==> src/rtl/acc_multi_pkg.sv <==
// Shared types for the multi-channel accelerator dispatcher: queue entry layout,
// memory-counter type and the saturating-free counter update helper.
package acc_multi_pkg;

  localparam int unsigned XLEN          = 64;
  localparam int unsigned TRANS_ID_BITS = 3;
  localparam int unsigned MEM_CNT_WIDTH = 3;

  typedef struct packed {
    logic [31:0]              insn;
    logic [XLEN-1:0]          rs1;
    logic [XLEN-1:0]          rs2;
    logic [TRANS_ID_BITS-1:0] trans_id;
    logic                     is_load;
    logic                     is_store;
  } acc_queue_entry_t;

  typedef logic [MEM_CNT_WIDTH-1:0] acc_mem_cnt_t;

  // Simultaneous inc and dec cancel; range violations are caught by assertions.
  function automatic acc_mem_cnt_t cnt_next(acc_mem_cnt_t cnt, logic inc, logic dec);
    return cnt + acc_mem_cnt_t'(inc) - acc_mem_cnt_t'(dec);
  endfunction

endpackage

==> src/rtl/acc_chan_queue.sv <==
// One channel's fall-through instruction FIFO plus its speculative and
// dispatched load/store counters. push_i must already exclude flush cycles.
module acc_chan_queue
  import acc_multi_pkg::*;
#(
  parameter int unsigned QueueDepth = 4,
  localparam int unsigned PtrW      = (QueueDepth > 1) ? $clog2(QueueDepth) : 1,
  localparam int unsigned UsageW    = $clog2(QueueDepth + 1)
) (
  input  logic             clk_i,
  input  logic             rst_i,
  input  logic             flush_i,
  input  logic             push_i,
  input  acc_queue_entry_t push_entry_i,
  input  logic             pop_i,
  input  logic             load_complete_i,
  input  logic             store_complete_i,
  output acc_queue_entry_t head_o,
  output logic             head_valid_o,
  output logic [UsageW-1:0] usage_o,
  output logic             ld_busy_o,
  output logic             st_busy_o
);

  acc_queue_entry_t  mem_q [QueueDepth];
  logic [PtrW-1:0]   rd_ptr_q, rd_ptr_d, wr_ptr_q, wr_ptr_d;
  logic [UsageW-1:0] usage_q, usage_d;
  acc_mem_cnt_t      spec_ld_q, spec_ld_d, spec_st_q, spec_st_d;
  acc_mem_cnt_t      disp_ld_q, disp_ld_d, disp_st_q, disp_st_d;
  logic              empty, bypass, write_en;
  logic              push_ld, push_st, pop_ld, pop_st;

  assign empty        = (usage_q == '0);
  assign head_valid_o = !empty || push_i;
  assign head_o       = !empty ? mem_q[rd_ptr_q] : (push_i ? push_entry_i : '0);
  // A push into an empty queue that is popped in the same cycle never lands in storage.
  assign bypass       = empty && push_i && pop_i;
  assign write_en     = push_i && !bypass;
  assign usage_o      = usage_q;

  assign push_ld = push_i && push_entry_i.is_load;
  assign push_st = push_i && push_entry_i.is_store;
  assign pop_ld  = pop_i && head_o.is_load;
  assign pop_st  = pop_i && head_o.is_store;

  always_comb begin
    rd_ptr_d = rd_ptr_q;
    wr_ptr_d = wr_ptr_q;
    usage_d  = usage_q;
    if (flush_i) begin
      rd_ptr_d = '0;
      wr_ptr_d = '0;
      usage_d  = '0;
    end else begin
      if (write_en)
        wr_ptr_d = (int'(wr_ptr_q) == QueueDepth - 1) ? '0 : wr_ptr_q + 1'b1;
      if (pop_i && !bypass)
        rd_ptr_d = (int'(rd_ptr_q) == QueueDepth - 1) ? '0 : rd_ptr_q + 1'b1;
      usage_d = usage_q + UsageW'(push_i) - UsageW'(pop_i);
    end
  end

  always_comb begin
    spec_ld_d = flush_i ? '0 : cnt_next(spec_ld_q, push_ld, pop_ld);
    spec_st_d = flush_i ? '0 : cnt_next(spec_st_q, push_st, pop_st);
    disp_ld_d = cnt_next(disp_ld_q, pop_ld, load_complete_i);
    disp_st_d = cnt_next(disp_st_q, pop_st, store_complete_i);
  end

  assign ld_busy_o = (spec_ld_q != '0) || (disp_ld_q != '0);
  assign st_busy_o = (spec_st_q != '0) || (disp_st_q != '0);

  always_ff @(posedge clk_i) begin
    if (rst_i) begin
      rd_ptr_q  <= '0;
      wr_ptr_q  <= '0;
      usage_q   <= '0;
      spec_ld_q <= '0;
      spec_st_q <= '0;
      disp_ld_q <= '0;
      disp_st_q <= '0;
    end else begin
      rd_ptr_q  <= rd_ptr_d;
      wr_ptr_q  <= wr_ptr_d;
      usage_q   <= usage_d;
      spec_ld_q <= spec_ld_d;
      spec_st_q <= spec_st_d;
      disp_ld_q <= disp_ld_d;
      disp_st_q <= disp_st_d;
    end
  end

  always_ff @(posedge clk_i) begin
    if (write_en) mem_q[wr_ptr_q] <= push_entry_i;
  end

  a_spec_ld_ovf: assert property (@(posedge clk_i) disable iff (rst_i)
    !(push_ld && !pop_ld && !flush_i && spec_ld_q == '1));
  a_spec_ld_unf: assert property (@(posedge clk_i) disable iff (rst_i)
    !(pop_ld && !push_ld && !flush_i && spec_ld_q == '0));
  a_spec_st_ovf: assert property (@(posedge clk_i) disable iff (rst_i)
    !(push_st && !pop_st && !flush_i && spec_st_q == '1));
  a_spec_st_unf: assert property (@(posedge clk_i) disable iff (rst_i)
    !(pop_st && !push_st && !flush_i && spec_st_q == '0));
  a_disp_ld_ovf: assert property (@(posedge clk_i) disable iff (rst_i)
    !(pop_ld && !load_complete_i && disp_ld_q == '1));
  a_disp_ld_unf: assert property (@(posedge clk_i) disable iff (rst_i)
    !(load_complete_i && !pop_ld && disp_ld_q == '0));
  a_disp_st_ovf: assert property (@(posedge clk_i) disable iff (rst_i)
    !(pop_st && !store_complete_i && disp_st_q == '1));
  a_disp_st_unf: assert property (@(posedge clk_i) disable iff (rst_i)
    !(store_complete_i && !pop_st && disp_st_q == '0));

endmodule

==> src/rtl/acc_rr_arb.sv <==
// Round-robin arbiter: combinational one-hot grant searching upward from ptr_q,
// pointer advances to grant+1 after every grant.
module acc_rr_arb #(
  parameter int unsigned NumIn     = 2,
  parameter int unsigned DataWidth = 8,
  localparam int unsigned IdxW     = (NumIn > 1) ? $clog2(NumIn) : 1
) (
  input  logic                       clk_i,
  input  logic                       rst_i,
  input  logic [NumIn-1:0]           req_i,
  input  logic [NumIn*DataWidth-1:0] data_i,
  output logic [NumIn-1:0]           gnt_o,
  output logic                       valid_o,
  output logic [DataWidth-1:0]       data_o
);

  logic [IdxW-1:0] ptr_q, ptr_d;
  logic [IdxW-1:0] gnt_idx;
  logic [IdxW-1:0] cand;
  int unsigned     sum;

  always_comb begin
    gnt_o   = '0;
    valid_o = 1'b0;
    gnt_idx = '0;
    data_o  = '0;
    cand    = '0;
    sum     = 0;
    for (int unsigned i = 0; i < NumIn; i++) begin
      sum = int'(ptr_q) + i;
      if (sum >= NumIn) sum = sum - NumIn;
      cand = IdxW'(sum);
      if (!valid_o && req_i[cand]) begin
        valid_o = 1'b1;
        gnt_idx = cand;
      end
    end
    if (valid_o) begin
      gnt_o[gnt_idx] = 1'b1;
      data_o         = data_i[int'(gnt_idx)*DataWidth +: DataWidth];
    end
  end

  always_comb begin
    ptr_d = ptr_q;
    if (valid_o) ptr_d = (int'(gnt_idx) == NumIn - 1) ? '0 : gnt_idx + 1'b1;
  end

  always_ff @(posedge clk_i) begin
    if (rst_i) ptr_q <= '0;
    else       ptr_q <= ptr_d;
  end

endmodule

==> src/rtl/acc_multi_dispatcher.sv <==
// Routes issued accelerator instructions to NrAcc channel queues, releases each
// once committed, and merges channel responses onto one writeback port.
// Handshakes: a transfer happens in a cycle where valid and ready are both high;
// valid never waits on ready, and payload holds while valid && !ready.
module acc_multi_dispatcher
  import acc_multi_pkg::*;
#(
  parameter int unsigned NrAcc       = 2,
  parameter int unsigned QueueDepth  = 4,
  parameter int unsigned NrSbEntries = 8,
  parameter int unsigned TransIdBits = TRANS_ID_BITS,
  parameter int unsigned XLen        = XLEN,
  parameter int unsigned MemCntWidth = MEM_CNT_WIDTH,
  localparam int unsigned AccIdW     = (NrAcc > 1) ? $clog2(NrAcc) : 1,
  localparam int unsigned UsageW     = $clog2(QueueDepth + 1)
) (
  input  logic                         clk_i,
  input  logic                         rst_i,
  input  logic                         flush_i,
  input  logic                         issue_valid_i,
  output logic                         issue_ready_o,
  input  logic [AccIdW-1:0]            issue_acc_id_i,
  input  logic [TransIdBits-1:0]       issue_trans_id_i,
  input  logic [31:0]                  issue_insn_i,
  input  logic [XLen-1:0]              issue_rs1_i,
  input  logic [XLen-1:0]              issue_rs2_i,
  input  logic                         issue_is_load_i,
  input  logic                         issue_is_store_i,
  input  logic                         commit_valid_i,
  input  logic [TransIdBits-1:0]       commit_trans_id_i,
  output logic [NrAcc-1:0]             acc_req_valid_o,
  input  logic [NrAcc-1:0]             acc_req_ready_i,
  output logic [NrAcc*32-1:0]          acc_req_insn_o,
  output logic [NrAcc*XLen-1:0]        acc_req_rs1_o,
  output logic [NrAcc*XLen-1:0]        acc_req_rs2_o,
  output logic [NrAcc*TransIdBits-1:0] acc_req_trans_id_o,
  input  logic [NrAcc-1:0]             acc_resp_valid_i,
  output logic [NrAcc-1:0]             acc_resp_ready_o,
  input  logic [NrAcc*TransIdBits-1:0] acc_resp_trans_id_i,
  input  logic [NrAcc*XLen-1:0]        acc_resp_result_i,
  input  logic [NrAcc-1:0]             acc_load_complete_i,
  input  logic [NrAcc-1:0]             acc_store_complete_i,
  output logic                         wb_valid_o,
  output logic [TransIdBits-1:0]       wb_trans_id_o,
  output logic [XLen-1:0]              wb_result_o,
  output logic                         ld_pending_o,
  output logic                         st_pending_o
);

  localparam int unsigned RespW = TransIdBits + XLen;

  logic [NrSbEntries-1:0]  pending_q, pending_d, ready_q, ready_d;
  acc_queue_entry_t        issue_entry;
  acc_queue_entry_t        head [NrAcc];
  logic [UsageW-1:0]       usage [NrAcc];
  logic [NrAcc-1:0]        head_valid, push, pop, req_valid, ld_busy, st_busy;
  logic [NrAcc*RespW-1:0]  resp_data;
  logic                    commit_hit, push_ok;

  assign issue_ready_o = usage[issue_acc_id_i] < UsageW'(QueueDepth);
  assign push_ok       = issue_valid_i && issue_ready_o && !flush_i;
  assign commit_hit    = commit_valid_i && pending_q[commit_trans_id_i];

  assign issue_entry = '{insn: issue_insn_i, rs1: issue_rs1_i, rs2: issue_rs2_i,
                         trans_id: issue_trans_id_i, is_load: issue_is_load_i,
                         is_store: issue_is_store_i};

  for (genvar c = 0; c < NrAcc; c++) begin : g_chan
    assign push[c]      = push_ok && (issue_acc_id_i == AccIdW'(c));
    // A commit of the head ID releases it in the same cycle it arrives.
    assign req_valid[c] = head_valid[c] &&
                          (ready_q[head[c].trans_id] ||
                           (commit_hit && commit_trans_id_i == head[c].trans_id));
    assign pop[c]       = req_valid[c] && acc_req_ready_i[c];

    assign acc_req_insn_o[c*32 +: 32]                    = head[c].insn;
    assign acc_req_rs1_o[c*XLen +: XLen]                 = head[c].rs1;
    assign acc_req_rs2_o[c*XLen +: XLen]                 = head[c].rs2;
    assign acc_req_trans_id_o[c*TransIdBits +: TransIdBits] = head[c].trans_id;
    assign resp_data[c*RespW +: RespW] = {acc_resp_trans_id_i[c*TransIdBits +: TransIdBits],
                                          acc_resp_result_i[c*XLen +: XLen]};

    acc_chan_queue #(.QueueDepth(QueueDepth)) u_queue (
      .clk_i            (clk_i),
      .rst_i            (rst_i),
      .flush_i          (flush_i),
      .push_i           (push[c]),
      .push_entry_i     (issue_entry),
      .pop_i            (pop[c]),
      .load_complete_i  (acc_load_complete_i[c]),
      .store_complete_i (acc_store_complete_i[c]),
      .head_o           (head[c]),
      .head_valid_o     (head_valid[c]),
      .usage_o          (usage[c]),
      .ld_busy_o        (ld_busy[c]),
      .st_busy_o        (st_busy[c])
    );
  end

  assign acc_req_valid_o = req_valid;
  assign ld_pending_o    = |ld_busy;
  assign st_pending_o    = |st_busy;

  // Ready bits survive flush: a committed instruction is no longer speculative.
  always_comb begin
    pending_d = pending_q;
    ready_d   = ready_q;
    if (commit_hit) begin
      pending_d[commit_trans_id_i] = 1'b0;
      ready_d[commit_trans_id_i]   = 1'b1;
    end
    if (push_ok) pending_d[issue_trans_id_i] = 1'b1;
    if (flush_i) pending_d = '0;
    for (int c = 0; c < NrAcc; c++) begin
      if (pop[c]) ready_d[head[c].trans_id] = 1'b0;
    end
  end

  always_ff @(posedge clk_i) begin
    if (rst_i) begin
      pending_q <= '0;
      ready_q   <= '0;
    end else begin
      pending_q <= pending_d;
      ready_q   <= ready_d;
    end
  end

  acc_rr_arb #(.NumIn(NrAcc), .DataWidth(RespW)) u_resp_arb (
    .clk_i   (clk_i),
    .rst_i   (rst_i),
    .req_i   (acc_resp_valid_i),
    .data_i  (resp_data),
    .gnt_o   (acc_resp_ready_o),
    .valid_o (wb_valid_o),
    .data_o  ({wb_trans_id_o, wb_result_o})
  );

  // Queue entries carry package-fixed widths, so overrides must agree with them.
  a_cfg_widths: assert property (@(posedge clk_i)
    XLen == XLEN && TransIdBits == TRANS_ID_BITS && MemCntWidth == MEM_CNT_WIDTH);

endmodule

==> config.mk <==
export PLATFORM = sky130hd
export DESIGN_NAME = acc_multi_dispatcher
export DESIGN_NICKNAME = d
export VERILOG_FILES = /design/src/rtl/acc_multi_pkg.sv /design/src/rtl/acc_chan_queue.sv /design/src/rtl/acc_rr_arb.sv /design/src/rtl/acc_multi_dispatcher.sv
export SDC_FILE = /design/constraint.sdc
export NUM_CORES = 1
export LEC_CHECK = 0
export ABC_AREA = 1
export CAP_MARGIN = 20
export CORE_ASPECT_RATIO = 0.5
export CORE_MARGIN = 2
export CORE_UTILIZATION = 35
export CTS_BUF_LIST = sky130_fd_sc_hd__clkbuf_4
export DETAILED_ROUTE_END_ITERATION = 6
export GPL_TIMING_DRIVEN = 0
export SYNTH_ARGS = -nofsm -noshare
export SYNTH_HDL_FRONTEND = slang
export SYNTH_SLANG_ARGS = --single-unit
export TNS_END_PERCENT = 1
==> constraint.sdc <==
create_clock -name clk_i -period 15.7 [get_ports clk_i]
set_clock_uncertainty 0.2 [all_clocks]
set_input_delay 3.14 -clock clk_i [delete_from_list [all_inputs] [get_ports clk_i]]
set_output_delay 3.14 -clock clk_i [all_outputs]
set_load 0.02 [all_outputs]
==> results list <==
* Data required, critical path: 12.36 ns
* Worst flop-to-flop path endpoint: g_chan[1].u_queue.spec_st_q[2]$_SDFF_PP0_
- Clk sink count: 1379
- Crit path launch type: primary input
- The H-tree generated during clock tree synthesis spans 5 levels.
* Total vias in the final route: approximately 43000
- Summed over all cells, the static leakage comes to 26.1 nW.
* Hold bufs inserted after CTS: 0
- The number of global-route vias before repair was approximately 42000.
- Setup slack on the critical path of the routed design comes to about 5.5 ns.
* Number of setup buffers added after CTS: 0
- Clock-pin transition on the worst setup and hold timing paths: approximately 0.060 ns
* Max-cap violations: 0
- Full die area: ~0.17 mm²
- After technology mapping, the gate count stands at ~4400.
- For this design the top-level I/O count stands at a little over 700.
- Fill cells in the final layout number around 15000.
- TritonCTS clock tree: built
- Maximum clock frequency: roughly 0.098 GHz
- Count of distinct cell types in the synthesized netlist: 42
- The number of cells on the worst reg-to-reg path is 14.
* Routed wire length per instance: 25.3 µm
- The total overflow left after global routing is 0.
- 1st-iter DRT viols: between 4000 and 5000
* Yosys warnings: 0
* DP Worst Slack: approximately 5.4 ns
- Summing every instance area after synthesis gives between 0.05 and 0.06 mm².
- Part of the cycle the worst path needs: 0.650
* Number of buffers on the longest clock path: 4
- The most critical setup path has its startpoint at flush_i.
- The initial antenna violation count is 30.
- Worst hold slack: between 0.2 and 0.3 ns
- Aggregate negative setup slack: 0 ns
- Starting density of the core: 0.353
* Result of the run: finished, final reports clean
- Residual DRC count: 0
- Data arrival time at the worst-slack endpoint: 6.86 ns
- For this run, the number of standard cells in the final layout without fillers is 7910.
* Unrepaired setup endpoints after global routing: false
- Row count: around 100
- The worst pin sits at a relative slew slack of 0.192.
* Number of nets at the end of the flow: between 5000 and 6000
* Placed cell area: 0.0680 mm²
- Die boundary width: roughly 570 µm
- In this run the worst hold path is classified as reg -> reg.
* Wire length of the first global-routing pass: approximately 280000 µm
- Of the synthesized area, sequential elements account for 0.720.
* DR vias/cell: roughly 5.4
- Top-area cell type share of the netlist area: 0.699
- Counting flops with an async set or reset pin after synthesis yields a share of 0.
- Total routing usage reported by global routing: 0.233
* Post-synth EDFFs: between 1000 and 1500
- After floorplanning, the core was sized to cover 0.161 mm².
- Tot Pwr: 7.64 mW
* Top cells by instance count after synthesis: 1320 x edfxtp_1, 795 x nand2_1, 665 x a21oi_1
- Entering global routing, the biggest net connects 29 pins.
- Among all flip-flop cells after synthesis, the most frequent one is edfxtp_1.
* Final critical path time including I/O delays and setup: a little over 10 ns
- Detail Route Antenna Nets: 0
- Detail Placement HPWL: between 100000 and 150000 µm
* Die Y: between 200 and 300 µm
- Number of setup violations in the final report: 0
- In the final layout, the share of cells above drive strength 1 is 0.110.
* PwrDens: roughly 110 mW/mm²
- Following the worst setup path forward leads to its endpoint at acc_req_rs1_o[52].
- Across the VDD grid, the largest voltage drop is 0.0000843 V.
- In this run the mean area of a mapped cell was roughly 13 µm².
* Total nets after synthesis: between 4000 and 5000
- Layout Cell Area excl Fill: 0.0719 mm²
* Post-synthesis to final-layout area growth: 26.7%
* #FFs+latches synth: approximately 1400
- Clock tree synthesis inserted a total of 341 buffers.
- At the later pin of the worst-skew pair, clock insertion delay measures between 1 and 1.5 ns.
* Count of placed standard cells including taps: about 7400
* Max Fanout on Critical Path: 10
* Slew at the pin closest to its max-slew limit: about 1.2 ns
* Setup crit end kind: primary output
- Once layout is complete, the utilization of the core stands at 0.447.
- Reg-to-reg slack, setup: around 11 ns
* Clock root buffer: clkbuf_4
- At the end of routability-driven placement, the weighted congestion stood at approximately 0.9.
* Hold violation count in the final report: 0
* Detailed Route WL: ~200000 µm
- Drt first pass iters: 5
- The max-slew violation count was 0.
- Post-CTS repair changed the size of 0 cells.
- The synthesized design spends more area on one cell type than any other, namely edfxtp_1.
- Kind of critical path: in -> out
- In the post-synthesis netlist, the cell with the most instances is edfxtp_1.
* Synth area leaders: edfxtp_1 70%, a21oi_1 5.9%, a221o_1 5.6%, nand2_1 5.3%, o21ai_0 3.0%
* Port bufs: ~700
## registers in the layout, summed over array words and instances, names as in the netlist, 6 cells and up, named ones only
signal / count
g_chan.u_queue.disp_ld_q: 6
g_chan.u_queue.disp_st_q: 6
g_chan.u_queue.mem_q: 1320
g_chan.u_queue.spec_ld_q: 6
g_chan.u_queue.spec_st_q: 6
g_chan.u_queue.usage_o: 6
pending_q: 8
ready_q: 8
## layout make-up
type / count / area (µm²) / share of cell area
Inverter: 276 / 1040 / 0.0145
Multi-Input combinational cell: 2443 / 13700 / 0.190
Antenna cell: 14 / 35.0 / 0.000487
Timing Repair Buffer: 783 / 8480 / 0.118
Buffer: 313 / 1230 / 0.0171
Tap cell: 2173 / 2720 / 0.0378
Clock buffer: 474 / 3560 / 0.0495
Clock inverter: 55 / 317 / 0.00440
Sequential cell: 1379 / 40800 / 0.568
## routing by layer
metal,part of all wire,GRT usage,up-vias
met5,0.00060,0,-
met4,0.038,0.104,20
met3,0.076,0.0432,377
met2,0.51,0.406,2196
met1,0.38,0.283,21257
li1,-,-,18889
## cell usage in the layout (no fill, tap or decap), types with 6 or more instances in the layout
cell / synthesis / final
edfxtp_1: 1320 / 1320
nand2_1: 795 / 795
clkdlybuf4s50_1: 0 / 713
a21oi_1: 665 / 665
clkbuf_4: 0 / 474
o21ai_0: 342 / 342
a221o_1: 320 / 320
clkbuf_1: 268 / 266
inv_1: 261 / 261
nor2_1: 92 / 84
a22o_1: 67 / 67
dfxtp_1: 59 / 59
buf_12: 0 / 51
clkinv_1: 2 / 49
nand3_1: 40 / 40
ha_1: 30 / 30
buf_1: 26 / 26
nand4_1: 17 / 17
diode_2: 0 / 14
buf_2: 13 / 13
nor2_4: 3 / 11
xor2_1: 10 / 10
fa_1: 10 / 10
buf_8: 0 / 10
inv_2: 9 / 9
buf_4: 3 / 7
nand2_4: 6 / 6
nand2_2: 6 / 6
or2_2: 6 / 6
## cells by family after synthesis
kind of cell | count (synthesis) | synth area share
and+or+nand+nor | 989 | 0.0711
xor gates and xnor gates | 11 | 0.00170
buffers and inverters | 589 | 0.0400
adders and majority gates | 40 | 0.0101
AOI/OAI and AO/OA | 1403 | 0.157
DFF | 1379 | 0.720
## power by group
group          leakage, nW  total [mW]  internal, mW  switching [mW]
Combinational         11.3       0.718         0.281           0.436
Clock                 2.33        2.84          1.44            1.40
Sequential            12.4        4.08          4.07          0.0127
## worst min-delay path by stage
| stage | startpoint | to | slack (ns) | depth (start not counted) |
|---|---|---|---|---|
| finish | pending_q[3]$_SDFF_PP0_ | pending_q[3]$_SDFF_PP0_ | 0.27 | 2 |
| detailed placement | pending_q[3]$_SDFF_PP0_ | pending_q[3]$_SDFF_PP0_ | 0.26 | 2 |
| global placement | g_chan[0].u_queue.spec_st_q[2]$_SDFF_PP0_ | g_chan[0].u_queue.spec_st_q[2]$_SDFF_PP0_ | 0.25 | 1 |
| CTS | pending_q[3]$_SDFF_PP0_ | pending_q[3]$_SDFF_PP0_ | 0.27 | 2 |
| global route | pending_q[5]$_SDFF_PP0_ | pending_q[5]$_SDFF_PP0_ | 0.29 | 2 |
| floorplan | g_chan[0].u_queue.spec_st_q[2]$_SDFF_PP0_ | g_chan[0].u_queue.spec_st_q[2]$_SDFF_PP0_ | 0.22 | 1 |
## critical path: stages
cell and delay (ns):
clkdlybuf4s50_1 0.53, inv_2 0.11, nand2_4 0.11, nor2_8 0.21
nand2_4 0.23, clkbuf_2 0.58, clkbuf_1 0.43, o21ai_0 0.72
clkdlybuf4s50_1 0.75
Power figures use the tool's default switching activity.
